### src/rtl/piso_pkg.sv
// Shared types and helpers for the piso_stream parallel-in/serial-out shifter.
//   state_e : FSM state encoding (IDLE = no word held, SHIFT = word in flight)
//   cnt_w   : bit-counter width needed to index a word of the given width
package piso_pkg;

  typedef enum logic {
    IDLE,
    SHIFT
  } state_e;

  function automatic int unsigned cnt_w(input int unsigned width);
    return $clog2(width);
  endfunction

endpackage

### src/rtl/piso_bit_counter.sv
// Beat counter for piso_stream: counts accepted serial beats within one word.
//   clk      : rising-edge clock
//   rst      : synchronous active-high reset, clears the count
//   clear    : restart at 0 (word load or final beat); wins over inc
//   inc      : advance by one (non-final accepted beat)
//   count    : current beat index, 0..WIDTH-1
//   is_first : count == 0
//   is_last  : count == WIDTH-1
module piso_bit_counter #(
  parameter int unsigned WIDTH = 8,
  parameter int unsigned CNT_W = piso_pkg::cnt_w(WIDTH)
) (
  input  logic             clk,
  input  logic             rst,
  input  logic             clear,
  input  logic             inc,
  output logic [CNT_W-1:0] count,
  output logic             is_first,
  output logic             is_last
);

  localparam logic [CNT_W-1:0] LastCnt = CNT_W'(WIDTH - 1);

  logic [CNT_W-1:0] count_q, count_d;

  always_comb begin
    count_d = count_q;
    if (clear) begin
      count_d = '0;
    end else if (inc) begin
      count_d = count_q + CNT_W'(1);
    end
  end

  always_ff @(posedge clk) begin
    if (rst) begin
      count_q <= '0;
    end else begin
      count_q <= count_d;
    end
  end

  assign count    = count_q;
  assign is_first = (count_q == '0);
  assign is_last  = (count_q == LastCnt);

endmodule

### src/rtl/piso_stream.sv
// Parallel-in/serial-out shifter with valid/ready on both sides and per-word bit order.
//   clk, rst         : rising-edge clock, synchronous active-high reset
//   in_data          : WIDTH-bit parallel word
//   in_lsb_first     : 1 = emit bit 0 first, 0 = emit bit WIDTH-1 first (sampled on load)
//   in_valid         : producer offers a word
//   in_ready         : word is loaded this cycle (combinational)
//   ser_out          : current serial bit
//   ser_valid        : ser_out is a valid beat
//   ser_ready        : consumer accepts the beat this cycle
//   ser_first        : beat is the first bit of its word
//   ser_last         : beat is the last bit of its word
//   busy             : a word is in flight (same as ser_valid)
module piso_stream
  import piso_pkg::*;
#(
  parameter int unsigned WIDTH         = 8,
  parameter bit          RST_LSB_FIRST = 1'b0
) (
  input  logic             clk,
  input  logic             rst,
  input  logic [WIDTH-1:0] in_data,
  input  logic             in_lsb_first,
  input  logic             in_valid,
  output logic             in_ready,
  output logic             ser_out,
  output logic             ser_valid,
  input  logic             ser_ready,
  output logic             ser_first,
  output logic             ser_last,
  output logic             busy
);

  localparam int unsigned CNT_W = cnt_w(WIDTH);

  state_e           state_q;
  logic [WIDTH-1:0] sreg_q;
  logic             lsb_q;

  logic [CNT_W-1:0] count;
  logic             is_first;
  logic             is_last;
  logic             shifting;
  logic             beat;
  logic             in_xfer;

  assign shifting = (state_q == SHIFT);
  assign beat     = shifting && ser_ready;
  // A new word can enter on the final beat, giving zero-bubble back-to-back words.
  assign in_ready = !rst && (!shifting || (ser_last && ser_ready));
  assign in_xfer  = in_valid && in_ready;

  piso_bit_counter #(
    .WIDTH (WIDTH),
    .CNT_W (CNT_W)
  ) u_cnt (
    .clk      (clk),
    .rst      (rst),
    .clear    (in_xfer || (beat && is_last)),
    .inc      (beat && !is_last),
    .count    (count),
    .is_first (is_first),
    .is_last  (is_last)
  );

  always_ff @(posedge clk) begin
    if (rst) begin
      state_q <= IDLE;
      sreg_q  <= '0;
      lsb_q   <= RST_LSB_FIRST;
    end else begin
      unique case (state_q)
        IDLE: begin
          if (in_xfer) begin
            sreg_q  <= in_data;
            lsb_q   <= in_lsb_first;
            state_q <= SHIFT;
          end
        end
        SHIFT: begin
          if (beat) begin
            if (is_last) begin
              if (in_xfer) begin
                sreg_q <= in_data;
                lsb_q  <= in_lsb_first;
              end else begin
                // Clear so ser_out reads 0 while idle.
                sreg_q  <= '0;
                state_q <= IDLE;
              end
            end else if (lsb_q) begin
              sreg_q <= sreg_q >> 1;
            end else begin
              sreg_q <= sreg_q << 1;
            end
          end
        end
        default: state_q <= IDLE;
      endcase
    end
  end

  assign ser_out   = lsb_q ? sreg_q[0] : sreg_q[WIDTH-1];
  assign ser_valid = shifting;
  assign busy      = shifting;
  assign ser_first = shifting && is_first;
  assign ser_last  = shifting && is_last;

  // The counter must never run past the last beat, and sits at 0 when idle.
  a_cnt_range : assert property (@(posedge clk) disable iff (rst)
    (count <= CNT_W'(WIDTH - 1)) && (shifting || count == '0));

endmodule
### config.mk
export PLATFORM = sky130hd
export DESIGN_NAME = piso_stream
export DESIGN_NICKNAME = d
export VERILOG_FILES = /design/src/rtl/piso_pkg.sv /design/src/rtl/piso_bit_counter.sv /design/src/rtl/piso_stream.sv
export SDC_FILE = /design/constraint.sdc
export NUM_CORES = 1
export LEC_CHECK = 0
export ABC_CLOCK_PERIOD_IN_PS = 2600
export BUFFER_PORTS_ARGS = -buffer_cell sky130_fd_sc_hd__clkbuf_2
export CELL_PAD_IN_SITES_DETAIL_PLACEMENT = 1
export CELL_PAD_IN_SITES_GLOBAL_PLACEMENT = 1
export CORE_MARGIN = 5
export CORE_UTILIZATION = 40
export CTS_BUF_LIST = sky130_fd_sc_hd__clkbuf_16
export DETAILED_ROUTE_END_ITERATION = 8
export PLACE_DENSITY = 0.83
export RECOVER_POWER = 50
export SLEW_MARGIN = 20
export SYNTH_ARGS = -nofsm -noshare
export SYNTH_HDL_FRONTEND = slang
export SYNTH_HIERARCHICAL = 1
export SYNTH_SLANG_ARGS = --single-unit
### constraint.sdc
create_clock -name clk -period 2.6 [get_ports clk]
set_input_delay 0.52 -clock clk [delete_from_list [all_inputs] [get_ports clk]]
set_output_delay 0.52 -clock clk [all_outputs]
set_load 0.01 [all_outputs]
# == After elaboration in Yosys (flattened, before gate mapping) ==
# Cells that the tools add are included.
# word_totals
input_bits,13
reg_bits,13
# classes
eq_ne,4
reduce_logical,17
add_sub_neg,1
n_bitwise,1
mux,15
# ops
op,n
$mux 8,5
$pmux 8 s2,1
$logic_and 1x1->1,8
$mux 1,7
$ne 2x1->1 const B,2
$pmux 1 s2,2
$reduce_and 2->1,2
$add 3x1->3 const B,1
$eq 3x3->1 const B,1
$logic_not 1->1,3
$logic_not 3->1,1
$logic_or 1x1->1,2
$ne 2x2->1 const B,1
$reduce_or 2->1,1
$not 1->1,1

# == Depth between registers and ports, before layout ==
# Gate-level depths: netlist of run 1.
# logic_depth
depth_word,10
ltp_mapped,7

# == Cells and area by module ==
# Netlist of run 1, hierarchy kept.
# by_module_without_submodules
mod,cells_per_inst,instances,area_per_inst_um2,seq_area_each_um2
piso_stream,74,1,639.4,200.2
piso_bit_counter,15,1,160.2,60.1

# == Worst setup path before layout of run 1 ==
# OpenSTA, ideal clock, no wires.
# synth_timing
path_kind,register -> register
startpoint,"register u_cnt.count_q[0], in the netlist u_cnt/count[0]"
endpoint,"register u_cnt.count_q[1], in the netlist u_cnt/count[1]"
required_time_ns,2.473
slack_ns,1.055
t_arrival_ns,1.418
stages_incl_launch_ff,8
period_less_slack_ns,1.545
path_buffers,1
setup_ns,0.127
cell_sequence,dfxtp_1 -> ha_1 -> ha_1 -> nor2b_1 -> buf_2 -> and2_1 -> mux2i_1 -> nor3_1
# synth_via
elab_chain_cells,8
word_cells_on_any_way,12
cone_classes,add/sub: 1; eq/ne: 1; reduce/logical: 10
# synth_lines
item,line,rtl
from (decl),piso_bit_counter.sv:24,"logic [CNT_W-1:0] count_q, count_d;"
from (signal assigned),piso_bit_counter.sv:39,count_q <= count_d;
$eq 3x3->1 *,piso_bit_counter.sv:45,assign is_last = (count_q == LastCnt);
named net is_last,piso_stream.sv:41,logic is_last;
$logic_and 1x1->1,piso_stream.sv:106,assign ser_last = shifting && is_last;
$logic_and 1x1->1,piso_stream.sv:49,assign in_ready = !rst && (!shifting || (ser_last && ser_ready));
$logic_or 1x1->1,piso_stream.sv:49,
$logic_and 1x1->1,piso_stream.sv:49,
$logic_and 1x1->1,piso_stream.sv:50,assign in_xfer = in_valid && in_ready;
$logic_or 1x1->1,piso_stream.sv:58,".clear (in_xfer || (beat && is_last)),"
$reduce_or 2->1 (no line),n/a,
# The timed path passes the listed nets; every way through them passes the cells marked *.
# A chain may end at the register's enable or synchronous reset.

# == Final worst setup path of run 1 ==
# layout_timing
startpoint,"register u_cnt.count_q[0], in the netlist u_cnt/count[0]"
endpoint,output in_ready
# layout_via
elab_chain_cells,5
# layout_lines
item,line,rtl
$eq 3x3->1,piso_bit_counter.sv:45,
named net is_last,piso_stream.sv:41,
$logic_and 1x1->1,piso_stream.sv:106,
$logic_and 1x1->1,piso_stream.sv:49,
$logic_or 1x1->1,piso_stream.sv:49,
$logic_and 1x1->1,piso_stream.sv:49,
to (decl),piso_stream.sv:24,"output logic in_ready,"
# The timed path passes the listed nets, and every way through them passes these cells.

==> run metrics, run 1 <==
num ports=19; port bufs=18; final WL=2148 um; HPWL after DPL=1456 um; CTS Hold Bufs=0; Area growth syn-to-layout=20.97%; Seq cells post-synth=13; Data arrival, critical path=1.40 ns; P_sw=146.1 uW; Post-synth EDFFs=0; setup bufs post-CTS=0; Avg Cell Area, Syn=~9 um^2; Placed Cells incl. Taps=129; vias in the first global route=747; Synth cell types=28; Crit Path Class=reg2out; setup TNS=0 ns; GPL Wtd Cong=around 0.77; most common cell after layout, fill and taps aside=clkbuf_2; Inserted Clock Buffers=3; Pre-antenna DRT Iters=4; antenna-violating nets left=0; YS warnings=6; Hold Path Cell Cnt=3; max-slew violation count=0; WHS=between 0.5 and 0.6 ns; mapped cell area=799.5 um^2; Sw Ratio=23.93%; die area=0.002993 mm^2; R2R setup slack=approximately 0.85 ns; Die W=54.71 um; largest net degree at the start of global routing=17; clock sinks=13; crit path time final=1.922 ns; power share of the combinational group=between 10% and 20%; fraction of registers with async set/reset=0%; reg2reg end=u_cnt/count[2]; CTS tree=built; Int Pwr=approximately 460 uW; Worst setup SP type=register; core area=slightly below 0.002 mm^2; WHS Endpoint=lsb_q; Max-Cap Viols=0; Hold/Removal Path Class=in2reg; Seq/Total Area, Yosys=32.55%; most frequent cells in the layout=clkbuf_2, dfxtp_1, nor3_1; clk root buf=clkbuf_16; RR Startpoint=u_cnt/count[0]; fin crit share=73.94%; number of vias per cell=5.489; Syn Nets=105; Post-CTS Resized=0; status=finished clean; CTS clk-pin slew, worst paths=0.04 ns; RSZ-0062 raised after global routing=no; Vias=730; Die H=54.71 um; wire per inst=16.15 um; critical path data required time=2.08 ns; sequential share of power=37.8%; clock network power share=46.2%; placed cell areas=890.9 um^2; Clock Skew=approximately 0.00052 ns; clk_lat worst skew=0.24 ns; Max Buffers Root-to-Sink=2; number of diodes=0; layout cells sized above 1=32.08%; fmax=520.2 MHz; standard-cell rows=16; final non-filler cell total=133; Critical Path End Type=output port; DRC=0; Max Fanout on Critical Path=5; final hold vios=0; Hold Crit Start=in_lsb_first; max_slew headroom=~73%; Primary FF master, synth=dfxtp_1; setup violators final=0; R2R cell count=7; initial antenna violation count=0; Mapped Cells=89; LEAKAGE=0.3916 nW; first-pass GRT wire length=3387 um; DRC marker count from the first detailed-route iteration=17; number of H-tree levels=1; Initial Utilization=about two fifths; Worst Max-Slew Pin Slew=between 0.4 and 0.5 ns; maximum VDD drop=0.3530 mV; final core utilization=49.81%; Pwr per Cell Area=631.5 mW/mm^2; all-layer global routing usage=approximately 16%; global route total overflow=0; cell area after layout=approximately 970 um^2; fin nets=123
routing by layer:
| metal | global-route usage [%] | wire, um | vias to the layer above |
|---|---|---|---|
| met5 | 0 | 0 | - |
| met4 | 9.129 | 55 | 0 |
| met3 | 3.815 | 76 | 6 |
| met2 | 27.36 | 1069 | 18 |
| met1 | 18.43 | 947 | 348 |
| li1 | - | - | 358 |
power groups by stage:
stage / Sequential (mW) / Combinational, mW / Clock (mW)
final: 0.231 / 0.0978 / 0.282
after global routing: 0.232 / 0.108 / 0.300
after floorplan: 0.227 / 0.0728 / 0
after CTS: 0.230 / 0.0991 / 0.288
after global placement: 0.234 / 0.0927 / 0
after detailed placement: 0.234 / 0.0964 / 0
worst max path at each step:
stage                                end  slack, ns      startpoint  cells past startpoint
after floorplan           u_cnt/count[1]       1.05  u_cnt/count[0]                      7
after detailed placement       sreg_q[4]       0.79             rst                      5
after global routing            in_ready       0.56  u_cnt/count[0]                      5
after global placement         sreg_q[4]       0.84             rst                      5
final                           in_ready       0.68  u_cnt/count[0]                      5
after CTS                       in_ready       0.69  u_cnt/count[0]                      5
kinds of logic after synthesis:
| group | Yosys count | share of synthesized area (%) |
|---|---|---|
| adder cells (fa/ha/maj) | 3 | 4.695 |
| AND/OR/NAND/NOR | 30 | 21.60 |
| multiplexers | 9 | 12.36 |
| AO/OA/AOI/OAI | 22 | 19.87 |
| flip-flops | 13 | 32.55 |
| XOR/XNOR | 1 | 1.096 |
| buffers and inverters | 11 | 7.823 |
area by class of cell:
type,instances,area [um^2]
clock buffers,3,75.07
clock inverters,1,3.754
inverters,4,15.01
repair buffers,20,102.6
flip-flops and latches,13,260.3
multi-input cells,65,476.7
well taps,27,33.78
fillers,240,974.7
critical path, cell delays in order, from the launching register on:
cell	delay, ns
dfxtp_1	0.36
ha_1	0.17
ha_1	0.23
nand2_1	0.10
a21oi_1	0.16
clkbuf_2	0.16
state kept, by name, summed over array words and instances, names as in the netlist:
name and count:
busy 1, u_cnt/count 3, lsb_q 1, sreg_q 8
synth_stat cells (2+ instances only):
cell type | instances | area (um^2)
dfxtp_1 | 13 | 260.3
nor3_1 | 10 | 50.05
and2_1 | 3 | 18.77
nor2b_1 | 2 | 12.51
a21oi_1 | 3 | 15.01
buf_6 | 2 | 22.52
mux2i_1 | 2 | 20.02
o21ai_0 | 8 | 40.04
a21bo_2 | 2 | 20.02
mux2_2 | 7 | 78.83
ha_1 | 3 | 37.54
nand2_1 | 7 | 26.28
buf_2 | 2 | 10.01
nand3_1 | 2 | 10.01
a311oi_1 | 7 | 61.31
inv_1 | 4 | 15.01
through the flow:
step                      total power [mW]  setup WS, ns
after floorplan                     0.3002         1.055
after global placement              0.3264        0.8437
after detailed placement            0.3303        0.7866
after CTS                           0.6178        0.6858
after global routing                0.6402        0.5603
final                               0.6108        0.6777
(Power assumes the default switching activity.)
==> run 2: changes to the inputs <==
--- a/config.mk
+++ b/config.mk
@@ -5,15 +5,15 @@
 export SDC_FILE = /design/constraint.sdc
 export NUM_CORES = 1
 export LEC_CHECK = 0
-export ABC_CLOCK_PERIOD_IN_PS = 2600
+export ABC_CLOCK_PERIOD_IN_PS = 1500
 export BUFFER_PORTS_ARGS = -buffer_cell sky130_fd_sc_hd__clkbuf_2
 export CELL_PAD_IN_SITES_DETAIL_PLACEMENT = 1
 export CELL_PAD_IN_SITES_GLOBAL_PLACEMENT = 1
 export CORE_MARGIN = 5
-export CORE_UTILIZATION = 40
+export CORE_UTILIZATION = 34
 export CTS_BUF_LIST = sky130_fd_sc_hd__clkbuf_16
 export DETAILED_ROUTE_END_ITERATION = 8
-export PLACE_DENSITY = 0.83
+export PLACE_DENSITY = 0.75
 export RECOVER_POWER = 50
 export SLEW_MARGIN = 20
 export SYNTH_ARGS = -nofsm -noshare
==> constraint.sdc (replaced) <==
create_clock -name clk -period 1.5 [get_ports clk]
set_input_delay 0.3 -clock clk [delete_from_list [all_inputs] [get_ports clk]]
set_output_delay 0.3 -clock clk [all_outputs]
set_load 0.01 [all_outputs]
==> run metrics, run 2 (synthesis gave the netlist of run 1 again) <==
Max-Cap Viols=0 (unchanged); cells along the critical path=ha_4, ha_4, buf_6, and2_4, buf_6; setup slack at placement=-0.1946 ns (-0.9812 ns); crit path time final=1.562 ns; initial antenna violation count=0 (unchanged); max-slew violation count=0 (unchanged); final hold vios=0 (unchanged); Initial Utilization=35.80% (-5.4 points); failing checks=setup timing; num ports=19 (unchanged); max_slew headroom=74.27% (+1.1 points); status=complete, but fails checks; antenna-violating nets left=0 (unchanged); maximum VDD drop=0.7727 mV (+120%); layout cells sized above 1=55.17% (+23 points); CTS Hold Bufs=0 (unchanged); wire per inst=17.69 um (+9.5%); Tot Pwr=1.101 mW (+80%); RSZ-0062 raised after global routing=yes; final non-filler cell total=144 (+8.3%); DRC=0 (unchanged); standard-cell rows=17 (+1); placed cell areas=939.7 um^2 (+5.5%); GR peak layer=met2; GPL Wtd Cong=0.7699 (-0.50%); Max Buffers Root-to-Sink=2 (unchanged); WHS=0.2797 ns (-0.2323 ns); CTS clk-pin slew, worst paths=0.04 ns (about the same); largest net degree at the start of global routing=11 (-6); number of vias per cell=5.611 (+2.2%); delay-heaviest family, CP=flip-flops; cell area after layout=0.001145 mm^2 (+18%); largest stage delay on the critical path=0.35 ns (about the same); Pre-antenna DRT Iters=4 (unchanged); clk root buf=clkbuf_16; vias in the first global route=846 (+13%); Setup WS post-layout=-0.06208 ns (-0.7398 ns); fmax=about 640 MHz; number of diodes=0 (unchanged); Worst setup SP type=register; clock sinks=13 (unchanged); Crit Path Class=reg2out; most common cell after layout, fill and taps aside=clkbuf_2; HPWL after DPL=1663 um (+14%); Max Fanout on Critical Path=4 (-1); all-layer global routing usage=16.86% (+0.66 points); CTS tree=built; Worst Setup SP=u_cnt/count[1]; top flop regs=sreg_q x8, u_cnt/count x3; fin crit share=104.1%; setup TNS=-0.1520 ns (-0.1520 ns); Clock Skew=0.001176 ns (+0.0006544 ns); RR Startpoint=u_cnt/count[1]; final core utilization=51.26% (+1.5 points); LEAKAGE=0.4563 nW (+17%); DRC marker count from the first detailed-route iteration=35 (+18); Data arrival, critical path=1.26 ns (-0.14 ns); global route total overflow=0 (unchanged); Reg with most FFs=sreg_q; GR Util met2=27.59% (+0.23 points); number of H-tree levels=1 (unchanged); GR Util met3=4.605% (+0.79 points); global routing usage on met1=19.66% (+1.2 points); Die W=58.49 um (+6.9%); most frequent cells in the layout=clkbuf_2, nor3_1, dfxtp_1; max FFs per register=8 (unchanged); Placed Cells incl. Taps=136 (+5.4%); clk_lat worst skew=0.24 ns (about the same); Area growth syn-to-layout=43.19%; setup violators final=6 (+6); port bufs=18 (unchanged); WP buf/inv=2 (+1); critical path data required time=1.20 ns (-0.88 ns); Pwr per Cell Area=961.3 mW/mm^2 (+52%); Vias=808 (+11%); Worst Max-Slew Pin Slew=0.3860 ns (-0.01602 ns); die area=0.003421 mm^2 (+14%); Die H=58.49 um (+6.9%); core area=0.002233 mm^2 (+15%); final WL=2547 um (+19%); CP max stage cell=dfxtp_4; Hold Crit Start=in_lsb_first; fin nets=133 (+8.1%); Critical Path End Type=output port; first-pass GRT wire length=4222 um (+25%); Hold/Removal Path Class=in2reg; Inserted Clock Buffers=3 (unchanged)
[run 2: cell types whose count changed in the layout (fill, tap and decap cells not counted), moves of 2 or more]
cell / before / now
buf_4: 2 / 9
buf_6: 0 / 4
a311oi_1: 7 / 4
a311oi_2: 1 / 4
dfxtp_1: 13 / 10
ha_1: 3 / 0
o21ai_0: 8 / 5
o21ai_2: 0 / 3
and2_4: 1 / 3
dfxtp_4: 0 / 2
ha_4: 0 / 2
[run 2: layout make-up]
cell class                 instances  area [um^2]
sequential                        13        269.0
clock buffer                       3        75.07
fill                             261         1089
tap                               28        35.03
multi-input combinational         65        550.5
timing repair buffer              30        196.4
inverter                           4        15.01
clock inverter                     1        3.754
[run 2: worst reg2reg max path: stages, from the launching register on]
cell and delay (ns):
dfxtp_4 0.35, ha_4 0.16, ha_4 0.17, nor2b_1 0.16, buf_4 0.20, nand3_1 0.13
a311oi_2 0.26
[run 2: report_power, final]
group,switching [mW],total [mW],internal [mW]
clock network,0.143,0.494,0.351
logic,0.104,0.208,0.104
registers,0.0273,0.398,0.371
total,0.274,1.10,0.826
[run 2: worst paths after layout]
path | to | slack (ns) | cells past startpoint
min | lsb_q | 0.28 | 3
min reg2reg | sreg_q[7] | 0.55 | 2
max | ser_last | -0.06 | 5
max reg2reg | sreg_q[0] | -0.02 | 6
[run 2: metal layers]
layer,up-vias,wire [um]
li1,382,-
met1,396,1071
met2,22,1285
met3,8,102
met4,0,87
met5,-,0
[run 2: timing repair]
item	CTS	global route
resized for setup	21	10
pin swaps	7	6
setup buffers	3	1
gates cloned	0	0
endpoints found under the setup margin	13	13
==> run 3: changes to the inputs <==
--- a/config.mk
+++ b/config.mk
@@ -9,7 +9,6 @@
 export BUFFER_PORTS_ARGS = -buffer_cell sky130_fd_sc_hd__clkbuf_2
 export CELL_PAD_IN_SITES_DETAIL_PLACEMENT = 1
 export CELL_PAD_IN_SITES_GLOBAL_PLACEMENT = 1
-export CORE_MARGIN = 5
 export CORE_UTILIZATION = 34
 export CTS_BUF_LIST = sky130_fd_sc_hd__clkbuf_16
 export DETAILED_ROUTE_END_ITERATION = 8
@@ -20,3 +19,4 @@
 export SYNTH_HDL_FRONTEND = slang
 export SYNTH_HIERARCHICAL = 1
 export SYNTH_SLANG_ARGS = --single-unit
+export TNS_END_PERCENT = 50
==> run metrics, run 3 (synthesis gave the netlist of run 1 again) <==
Max Fanout on Critical Path=4 (unchanged); max-slew violation count=0 (unchanged); layout cells sized above 1=51.35% (-3.8 points); Placed Cells incl. Taps=133 (-2.2%); Inserted Clock Buffers=3 (unchanged); failing checks=setup timing; GPL Wtd Cong=0.8099 (+5.2%); clock sinks=13 (unchanged); Setup WS post-layout=-0.06086 ns (+0.001222 ns); setup violators final=3 (-3); first-pass GRT wire length=3843 um (-9.0%); final hold vios=0 (unchanged); critical path data required time=1.20 ns (about the same); number of diodes=0 (unchanged); Die W=50.49 um (-14%); num ports=19 (unchanged); antenna-violating nets left=0 (unchanged); global route total overflow=0 (unchanged); R2R setup slack=0.04 ns (+0.06 ns); Area growth syn-to-layout=38.18%; die area=0.002549 mm^2 (-25%); clk_lat worst skew=0.24 ns (about the same); LEAKAGE=0.4449 nW (-2.5%); final WL=2211 um (-13%); number of H-tree levels=1 (unchanged); final core utilization=49.94% (-1.3 points); fmax=640.7 MHz (about the same); final non-filler cell total=139 (-3.5%); Worst Max-Slew Pin Slew=0.3491 ns (-0.03683 ns); Data arrival, critical path=1.26 ns (about the same); Initial Utilization=36.14% (+0.34 points); standard-cell rows=17 (unchanged); Hold/Removal Path Class=in2reg; Max Buffers Root-to-Sink=2 (unchanged); CTS clk-pin slew, worst paths=0.05 ns (about the same); port bufs=18 (unchanged); initial antenna violation count=0 (unchanged); maximum VDD drop=0.4765 mV (-38%); CTS tree=built; fin crit share=104.1% (about the same); Worst setup SP type=register; DRC=0 (unchanged); vias in the first global route=773 (-8.6%); Vias=740 (-8.4%); crit path time final=1.561 ns (-0.001222 ns); Pre-antenna DRT Iters=4 (unchanged); most frequent cells in the layout=clkbuf_2, nor3_1, dfxtp_1; Reg with most FFs=sreg_q; most common cell after layout, fill and taps aside=clkbuf_2; DRC marker count from the first detailed-route iteration=14 (-60%); all-layer global routing usage=20.47% (+3.6 points); max FFs per register=8 (unchanged); clk root buf=clkbuf_16; Tot Pwr=1.098 mW (-0.22%); core area=0.002212 mm^2 (-0.95%); top flop regs=sreg_q x8, u_cnt/count x3; number of vias per cell=5.324 (-5.1%); Crit Path Class=reg2out; Clock Skew=0.001086 ns (-0.00008979 ns); largest net degree at the start of global routing=11 (unchanged); RSZ-0062 raised after global routing=yes; status=complete, but fails checks; Critical Path End Type=output port; HPWL after DPL=1393 um (-16%); wire per inst=15.91 um (-10%); Pwr per Cell Area=993.9 mW/mm^2 (+3.4%); fin nets=128 (-3.8%); Die H=50.49 um (-14%); max_slew headroom=76.69% (+2.4 points); Max-Cap Viols=0 (unchanged)
## run 3: cell count changes in the layout (fill, tap and decap cells not counted), sizes merged
| cell | previous run | this run |
|---|---|---|
| clkbuf | 19 | 18 |
| buf | 14 | 10 |
## run 3: worst paths after layout
path                  start   endpoint  cells after the start
max          u_cnt/count[1]   ser_last                      5
min            in_lsb_first      lsb_q                      3
max reg2reg  u_cnt/count[1]  sreg_q[0]                      6
min reg2reg       sreg_q[1]  sreg_q[0]                      2
## run 3: final cells by class
class / instances / area (um^2)
fill: 255 / 1107
multi-input combinational: 65 / 543.0
sequential: 13 / 267.8
timing repair buffer: 25 / 162.7
clock buffer: 3 / 75.07
tap: 28 / 35.03
inverter: 4 / 17.52
clock inverter: 1 / 3.754
## run 3: power breakdown
| part | switching [mW] | internal (mW) | leakage [nW] | total (mW) |
|---|---|---|---|---|
| Sequential | 0.0283 | 0.371 | 0.109 | 0.400 |
| Clock | 0.147 | 0.352 | 0.0423 | 0.498 |
| Combinational | 0.0941 | 0.106 | 0.293 | 0.200 |
| Total | 0.269 | 0.829 | 0.445 | 1.10 |
## run 3: stage by stage
step	hold slack [ns]	TNS, ns	area (um^2)	setup WS [ns]
after floorplan	0.3709	0	802.0	0.009840
after global placement	0.5311	-0.006088	917.1	-0.006088
after detailed placement	0.5377	-0.1736	917.1	-0.05237
after CTS	0.2973	-0.1325	1060	-0.05076
after global routing	0.3231	-0.4170	1105	-0.08789
final	0.3002	-0.1214	1105	-0.06086
## run 3: worst max-delay path, stage by stage (launching register included)
cell and delay (ns):
dfxtp_4 0.35, ha_4 0.16, ha_4 0.17, buf_6 0.11, and2_4 0.12, buf_6 0.11
## run 3: per-layer routing
metal,GRT usage [%],wire length [um],vias to the layer above
met5,0,0,-
li1,-,-,370
met4,6.944,12,0
met1,29.72,1082,353
met2,30.67,1060,15
met3,2.727,55,2
## run 3: timing repair
item                       CTS  global route
resized for setup           15            14
pin swaps                    3             2
setup endpoints to repair   12            11
buffers inserted             1             1
hold buffers                 0             0
